$ cat src/rtl/pmp_mem_gate.sv
// pmp_mem_gate: drives pmp check lines per request, then forwards to the bus or returns an access/misaligned fault.
module pmp_mem_gate #(
  parameter int         CHECK_LAT  = 1,
  parameter logic [1:0] PERM_GRANT = 2'b01,
  parameter int         TIMEOUT    = 255,
  parameter logic [1:0] OPER_WRITE = 2'd1,
  parameter logic [1:0] OPER_EXEC  = 2'd2
) (
  input  logic        clock,
  input  logic        reset,
  input  logic        req_valid,
  output logic        req_ready,
  input  logic [31:0] req_addr,
  input  logic [1:0]  req_size,
  input  logic [1:0]  req_oper,
  input  logic [1:0]  req_priv,
  input  logic [31:0] req_wdata,
  output logic [31:0] pmp_addr,
  output logic [1:0]  pmp_size,
  output logic [1:0]  pmp_oper,
  output logic [1:0]  pmp_priv,
  input  logic [1:0]  pmp_permission,
  output logic        mem_valid,
  input  logic        mem_ready,
  output logic [31:0] mem_addr,
  output logic        mem_we,
  output logic [1:0]  mem_size,
  output logic [31:0] mem_wdata,
  input  logic        mem_rvalid,
  input  logic [31:0] mem_rdata,
  output logic        rsp_valid,
  input  logic        rsp_ready,
  output logic [31:0] rsp_rdata,
  output logic        rsp_fault,
  output logic [3:0]  rsp_cause,
  output logic [31:0] rsp_tval
);
  typedef enum logic [2:0] {IDLE, CHECK, ISSUE, WAIT, RESP} state_t;
  localparam logic [7:0] CL_LAST = 8'(CHECK_LAT - 1);
  localparam logic [7:0] TO_LAST = 8'(TIMEOUT - 1);
  state_t      state;
  logic [7:0]  cnt;
  logic [31:0] wdata_q;
  logic        misaligned, is_wr;
  logic [3:0]  mis_cause, acc_cause;
  assign misaligned = (req_size == 2'd1 && req_addr[0]) || (req_size[1] && req_addr[1:0] != 2'd0);
  assign mis_cause  = req_oper == OPER_WRITE ? 4'd6 : req_oper == OPER_EXEC ? 4'd0 : 4'd4;
  assign is_wr      = pmp_oper == OPER_WRITE;
  assign acc_cause  = is_wr ? 4'd7 : pmp_oper == OPER_EXEC ? 4'd1 : 4'd5;
  always_ff @(posedge clock) begin
    if (reset) begin
      state     <= IDLE;
      cnt       <= '0;
      wdata_q   <= '0;
      req_ready <= 1'b1;
      pmp_addr  <= '0;
      pmp_size  <= '0;
      pmp_oper  <= '0;
      pmp_priv  <= '0;
      mem_valid <= 1'b0;
      mem_addr  <= '0;
      mem_we    <= 1'b0;
      mem_size  <= '0;
      mem_wdata <= '0;
      rsp_valid <= 1'b0;
      rsp_rdata <= '0;
      rsp_fault <= 1'b0;
      rsp_cause <= '0;
      rsp_tval  <= '0;
    end else begin
      case (state)
        IDLE: if (req_valid) begin
          req_ready <= 1'b0;
          if (misaligned) begin
            state     <= RESP;
            rsp_valid <= 1'b1;
            rsp_fault <= 1'b1;
            rsp_cause <= mis_cause;
            rsp_tval  <= req_addr;
          end else begin
            state    <= CHECK;
            cnt      <= '0;
            pmp_addr <= req_addr;
            pmp_size <= req_size;
            pmp_oper <= req_oper;
            pmp_priv <= req_priv;
            wdata_q  <= req_wdata;
          end
        end
        CHECK: if (cnt == CL_LAST) begin
          if (pmp_permission == PERM_GRANT) begin
            state     <= ISSUE;
            mem_valid <= 1'b1;
            mem_addr  <= pmp_addr;
            mem_we    <= is_wr;
            mem_size  <= pmp_size;
            mem_wdata <= wdata_q;
          end else begin
            state     <= RESP;
            rsp_valid <= 1'b1;
            rsp_fault <= 1'b1;
            rsp_cause <= acc_cause;
            rsp_tval  <= pmp_addr;
          end
        end else cnt <= cnt + 8'd1;
        ISSUE: if (mem_ready) begin
          state     <= WAIT;
          cnt       <= '0;
          mem_valid <= 1'b0;
          mem_addr  <= '0;
          mem_we    <= 1'b0;
          mem_size  <= '0;
          mem_wdata <= '0;
        end
        // a completion arriving on the last allowed cycle still counts as success
        WAIT: if (mem_rvalid) begin
          state     <= RESP;
          rsp_valid <= 1'b1;
          rsp_rdata <= is_wr ? '0 : mem_rdata;
        end else if (cnt == TO_LAST) begin
          state     <= RESP;
          rsp_valid <= 1'b1;
          rsp_fault <= 1'b1;
          rsp_cause <= acc_cause;
          rsp_tval  <= pmp_addr;
        end else cnt <= cnt + 8'd1;
        RESP: if (rsp_ready) begin
          state     <= IDLE;
          req_ready <= 1'b1;
          rsp_valid <= 1'b0;
          rsp_rdata <= '0;
          rsp_fault <= 1'b0;
          rsp_cause <= '0;
          rsp_tval  <= '0;
        end
        default: state <= IDLE;
      endcase
    end
  end
endmodule

$ cat config.mk
export PLATFORM = sky130hd
export DESIGN_NAME = pmp_mem_gate
export DESIGN_NICKNAME = d
export VERILOG_FILES = /design/src/rtl/pmp_mem_gate.sv
export SDC_FILE = /design/constraint.sdc
export NUM_CORES = 1
export LEC_CHECK = 0
export ABC_AREA = 1
export BUFFER_PORTS_ARGS = -buffer_cell sky130_fd_sc_hd__clkbuf_2
export CAP_MARGIN = 20
export CORE_MARGIN = 1
export CORE_UTILIZATION = 40
export DETAILED_ROUTE_END_ITERATION = 7
export GPL_ROUTABILITY_DRIVEN = 0
export PLACE_DENSITY = 0.64
export SYNTH_ARGS = -nofsm -noshare
export SYNTH_HDL_FRONTEND = slang
export SYNTH_SLANG_ARGS = --single-unit
$ cat constraint.sdc
create_clock -name clock -period 2.1 [get_ports clock]
set_input_delay 0.42 -clock clock [delete_from_list [all_inputs] [get_ports clock]]
set_output_delay 0.42 -clock clock [all_outputs]
set_load 0.005 [all_outputs]
==> reports/results.tsv, run 1 <==
stage	metric	value	unit
routing	Antenna Violating Nets Remaining	0	
floorplanning	Die W	158	um
routing	Post-Route WL	30200	um
synthesis	Gate Count Post-Synth	1359	
timing	Clock Skew	0.00960	ns
timing	Final period util	90.5	%
clock_tree	Setup Buffers After CTS	0	
cells_and_area	layout cells sized above 1	23.7	%
clock_tree	Hold-fix buffers, CTS	0	
placement	placed cells	1878	
setup_path	critical path type	flip-flop to flip-flop	
clock_tree	clk root buf	clkbuf_16	
power	clock power share	27.4	%
floorplanning	die area	24900	um2
routing	Residual DRC	0	
power	Leak Pwr	0.00557	uW
job	Max Cap Viol	0	
placement	detailed-placement wirelength estimate	20100	um
global_routing	initial antenna violation count	3	
power	sequential share of power	34.8	%
global_routing	vias in the first global route	9136	
global_routing	Total GRT Usage	24.2	%
floorplanning	Initial Util	41.1	%
timing	Slew @ Worst Pin	0.546	ns
timing	Max transition margin	63.5	%
power	Logic pwr share	37.8	%
power	Sw Pwr	6000	uW
timing	Sum Neg Setup Slack	0	ns
cells_and_area	Final Non-Filler Cells	1923	
cells_and_area	number of fill cells	2405	
global_routing	grt ovf	0	
power	maximum VDD drop	0.640	mV
global_routing	first-pass GRT wire length	47900	um
timing	Slew Viols, Final	0	
routing	routed wire length per instance	15.7	um
floorplanning	Ports	287	
timing	post-layout min period	1.90	ns
clock_tree	CTS sink cnt	219	
clock_tree	H-tree depth	1	
routing	DRT Pass-1 Iters	5	
timing	Final Hold Fails	0	
synthesis	synthesized area	9720	um2
setup_path	Crit Path Max Fanout	58	
power	Switching Share	38.1	%
synthesis	Yosys warning count	0	
timing	setup violators final	0	
clock_tree	CTS tree	built	
setup_path	CP startpoint kind	flip-flop	
synthesis	Synth cell types	33	
placement	I/O Buffers	285	
power	Internal	9760	uW
synthesis	Seq/Total Area, Yosys	45.1	%
synthesis	Yosys reg bits	219	
power	Pwr per Cell Area	1290	nW/um2
clock_tree	Skew-Pair Late Insertion Delay	0.52	ns
timing	Highest Clock Rate	0.526	GHz
placement	worst slack at placement	0.0904	ns
timing	Hold Worst Slack	0.144	ns
global_routing	largest net degree at the start of global routing	80	
timing	RSZ-0062 raised after global routing	false	
setup_path	worst endpoint data arrival time	2.29	ns
routing	Vias	9759	
floorplanning	core area	23700	um2
timing	final worst slack	0.200	ns
clock_tree	clk slew on worst S/H paths	0.06	ns
floorplanning	number of cell rows	56	
cells_and_area	Post-Route Utilization	51.7	%
cells_and_area	Nets	1699	
routing	Iteration-0 DRC Markers	504	
clock_tree	CTS Buffer Depth	3	
clock_tree	post-cts resize count	0	
synthesis	syn nets	1472	
min_path	Worst Hold Class	primary input to flip-flop	
setup_path	Critical Path Sink Type	flip-flop	
clock_tree	TritonCTS Buffers	25	
cells_and_area	Area Growth Syn to Fin	25.9	%
setup_path	Worst Path Required	2.49	ns
run_status	outcome	finished clean	
synthesis	syn avg cell area	7.15	um2
routing	Vias/cell	5.07	
floorplanning	die height	158	um
cells in the final DEF, fill, tap and decap left out, types with 15 or more instances in the layout:
cell type  count
o21ai_0       94
clkbuf_2     284
nor2_1       172
nand2_1      214
nand4_1      106
buf_4         15
a21oi_1      177
dfxtp_1      219
nand3_1       92
clkbuf_16     25
inv_1        123
buf_12        15
registers in the layout (all words and copies together) (netlist names):
signal,count
mem_we,1
pmp_priv,2
rsp_tval,32
state,3
mem_valid,1
cnt,8
wdata_q,32
req_ready,1
pmp_addr,32
rsp_fault,1
mem_wdata,32
pmp_size,2
mem_size,2
rsp_valid,1
rsp_cause,3
pmp_oper,2
rsp_rdata,32
mem_addr,32
layout make-up:
class	instances	area, um2	area share, %
clock buffer	36	717	5.86
sequential	219	4380	35.8
clock inverter	6	86.3	0.705
multi-input combinational	898	4330	35.4
antenna	3	7.51	0.0613
tap	319	399	3.26
timing repair buffer	314	1830	15.0
inverter	128	483	3.94
power groups by stage:
stage,Combinational [uW],Clock [uW],Sequential (uW)
final,5950,4320,5490
after global routing,6740,4580,5600
after CTS,5980,4410,5490
after detailed placement,5960,0,5570
after global placement,5890,0,5550
after floorplan,3990,0,5550
metal layers:
| metal | vias up | part of all wire (%) | GRT usage [%] |
|---|---|---|---|
| met3 | 57 | 7.6 | 6.02 |
| met2 | 311 | 45 | 39.2 |
| li1 | 4957 | - | - |
| met5 | - | 0 | 0 |
| met1 | 4434 | 44 | 31.0 |
| met4 | 0 | 3.3 | 8.65 |
cell usage after synthesis, drive strengths merged:
cell / number / area [um2]
nand3b: 3 / 30.0
clkbuf: 48 / 181
inv: 127 / 477
a21oi: 178 / 902
nand2: 225 / 890
clkinv: 1 / 3.75
o21bai: 1 / 7.51
o21ai: 105 / 529
a31oi: 1 / 6.26
nand4: 107 / 676
nand3: 93 / 470
conb: 1 / 3.75
nor2b: 1 / 6.26
nor2: 180 / 734
buf: 66 / 384
dfxtp: 219 / 4380
ha: 3 / 37.5
path summary, 6_finish.rpt:
kind / from / end / slack (ns) / cells after the start
max reg2reg: state[1] / wdata_q[9] / 0.20 / 7
min: mem_rdata[7] / rsp_rdata[7] / 0.14 / 3
min reg2reg: wdata_q[4] / wdata_q[4] / 0.45 / 2
max: state[1] / wdata_q[9] / 0.20 / 7
kinds of logic (layout without fill, tap and decap cells):
| logic type | count (synthesis) | in the layout | synth area share (%) |
|---|---|---|---|
| other | 1 | 4 | 0.0386 |
| buffers and inverters | 242 | 484 | 10.8 |
| AND/OR/NAND/NOR | 609 | 609 | 28.9 |
| flip-flops | 219 | 219 | 45.1 |
| adder cells (fa/ha/maj) | 3 | 3 | 0.386 |
| AO/OA/AOI/OAI | 285 | 285 | 14.9 |
critical path, stage by stage (launching register included):
cell and delay [ns]:
dfxtp_1 0.46, nor2_4 0.23, nand2_2 0.11, a21oi_4 0.25
nand2_4 0.09, buf_4 0.30, o21ai_0 0.24, a21oi_1 0.06
metrics by stage:
step                      total power, uW  area (um2)
after floorplan                      9540        9720
after global placement              11400       11400
after detailed placement            11500       11400
after CTS                           15900       12200
after global routing                16900       12200
final                               15800       12200
(Power assumes the default switching activity.)
==> inputs of run 2 (changes only) <==
--- a/config.mk
+++ b/config.mk
@@ -12,6 +12,7 @@
 export CORE_UTILIZATION = 40
 export DETAILED_ROUTE_END_ITERATION = 7
 export GPL_ROUTABILITY_DRIVEN = 0
+export GPL_TIMING_DRIVEN = 0
 export PLACE_DENSITY = 0.64
 export SYNTH_ARGS = -nofsm -noshare
 export SYNTH_HDL_FRONTEND = slang
==> reports/results.tsv, run 2 (synthesis results as in run 1) <==
stage	metric	value	unit
run_status	outcome	finished clean	
cells_and_area	Area Growth Syn to Fin	28.3	%
cells_and_area	Nets	1788	
routing	DRT Pass-1 Iters	6	
floorplanning	Initial Util	41.1	%
timing	final worst slack	0.105	ns
cells_and_area	number of fill cells	2432	
cells_and_area	ANT cells	0	
global_routing	largest net degree at the start of global routing	14	
routing	Vias/cell	5.09	
global_routing	grt ovf	0	
timing	post-layout min period	2.00	ns
clock_tree	clk root buf	clkbuf_16	
clock_tree	CTS tree	built	
min_path	HP Start	mem_rdata[15]	
cells_and_area	Final Non-Filler Cells	2012	
setup_path	crit-path max cell delay	0.65	ns
clock_tree	Skew-Pair Late Insertion Delay	0.52	ns
floorplanning	number of cell rows	56	
placement	placed cells	1962	
timing	Final period util	95.0	%
floorplanning	Die W	158	um
setup_path	most used cell, CP	clkbuf_1	
timing	setup violators final	0	
setup_path	worst r2r src	cnt[0]	
placement	detailed-placement wirelength estimate	24900	um
floorplanning	die area	24900	um2
power	maximum VDD drop	0.604	mV
setup_path	worst endpoint data arrival time	2.45	ns
global_routing	vias in the first global route	9491	
routing	Antenna Violating Nets Remaining	0	
setup_path	R2R Setup Slk	0.13	ns
routing	Residual DRC	0	
setup_path	Reg2Reg Depth	9	
global_routing	first-pass GRT wire length	51000	um
setup_path	Crit Path Max Fanout	10	
routing	Vias	10200	
setup_path	CP startpoint kind	primary input	
timing	RSZ-0062 raised after global routing	true	
min_path	Hold Crit Endpoint	rsp_rdata[15]	
clock_tree	CTS sink cnt	219	
timing	Clock Skew	0.0116	ns
setup_path	Worst Path Required	2.55	ns
placement	worst slack at placement	-0.367	ns
timing	Highest Clock Rate	0.501	GHz
clock_tree	clk slew on worst S/H paths	0.06	ns
routing	Post-Route WL	33600	um
floorplanning	Ports	287	
global_routing	initial antenna violation count	0	
cells_and_area	most common cell after layout, fill and taps aside	clkbuf_2	
routing	Iteration-0 DRC Markers	627	
cells_and_area	commonest cells after routing, fill and taps aside	clkbuf_2 (289), dfxtp_1 (219), nand2_1 (214)	
timing	Slew @ Worst Pin	0.811	ns
power	Pwr per Cell Area	1310	nW/um2
setup_path	Worst R2R End	mem_addr[0]	
setup_path	crit-path cells	clkbuf_1 -> inv_1 -> clkbuf_1 -> clkbuf_1 -> nand2_1 -> nor2_1	
clock_tree	CTS Buffer Depth	3	
timing	Slew Viols, Final	0	
floorplanning	core area	23700	um2
global_routing	Total GRT Usage	26.3	%
routing	routed wire length per instance	16.7	um
cells_and_area	Post-Route Utilization	52.7	%
min_path	Cells on Worst Hold Path	3	
cells_and_area	layout cells sized above 1	25.1	%
setup_path	critical path type	primary input to flip-flop	
clock_tree	H-tree depth	1	
setup_path	Critical Path Sink Type	flip-flop	
timing	Final Hold Fails	0	
setup_path	Critical-path top delay cell	clkbuf_1	
floorplanning	die height	158	um
placement	I/O Buffers	284	
timing	Max transition margin	45.9	%
clock_tree	TritonCTS Buffers	24	
min_path	Worst Hold Class	primary input to flip-flop	
power	Leak Pwr	0.00574	uW
job	Max Cap Viol	0	
==> run 2: how the worst max path moves through the flow <==
stage,startpoint,to,cells after the start
2_1_floorplan,cnt[0],mem_addr[24],11
3_5_place_dp,reset,pmp_addr[14],6
6_report,reset,rsp_fault,6
5_1_grt,cnt[0],mem_addr[0],9
3_3_place_gp,reset,rsp_rdata[6],6
4_1_cts,state[0],rsp_rdata[31],6
==> run 2: critical path, delay by kind of cell <==
kind / cells / cell delay (ns)
buffers and inverters: 4 / 1.61
and+or+nand+nor: 2 / 0.40
==> run 2: layout make-up <==
cell class | count | area, um2 | share of cell area, %
repair buffers | 289 | 1470 | 11.8
flip-flops and latches | 219 | 4380 | 35.2
clock inverters | 12 | 164 | 1.31
inverters | 128 | 480 | 3.85
multi-input cells | 899 | 4310 | 34.5
clock buffers | 32 | 692 | 5.55
plain buffers | 114 | 577 | 4.62
well taps | 319 | 399 | 3.20
==> run 2: stage by stage <==
step                total power, uW  hold slack (ns)  cell area (um2)  TNS, ns
floorplan                      9540            0.430             9720        0
global placement              11600            0.442            11500    -5.79
detailed placement            11700            0.444            11500   -12.84
CTS                           16200            0.132            12400        0
global route                  17500            0.142            12500   -0.152
finish                        16400            0.151            12500        0
==> run 2: power breakdown <==
group	internal, uW	switching, uW
Combinational	2300	4050
Clock	2800	1750
Sequential	5000	491
==> run 2: what timing repair did <==
action,CTS,global route
setup buffers,0,4
hold buffers,0,0
resized for setup,0,16
endpoints found under the setup margin,0,47
==> run 2: layer usage <==
layer  up-vias  share of wire, %  track usage (%)
met5         -                 0                0
met2       369                46             43.8
met4         0               2.0             7.26
li1       5125                 -                -
met3        57               7.7             6.00
met1      4682                44             34.0
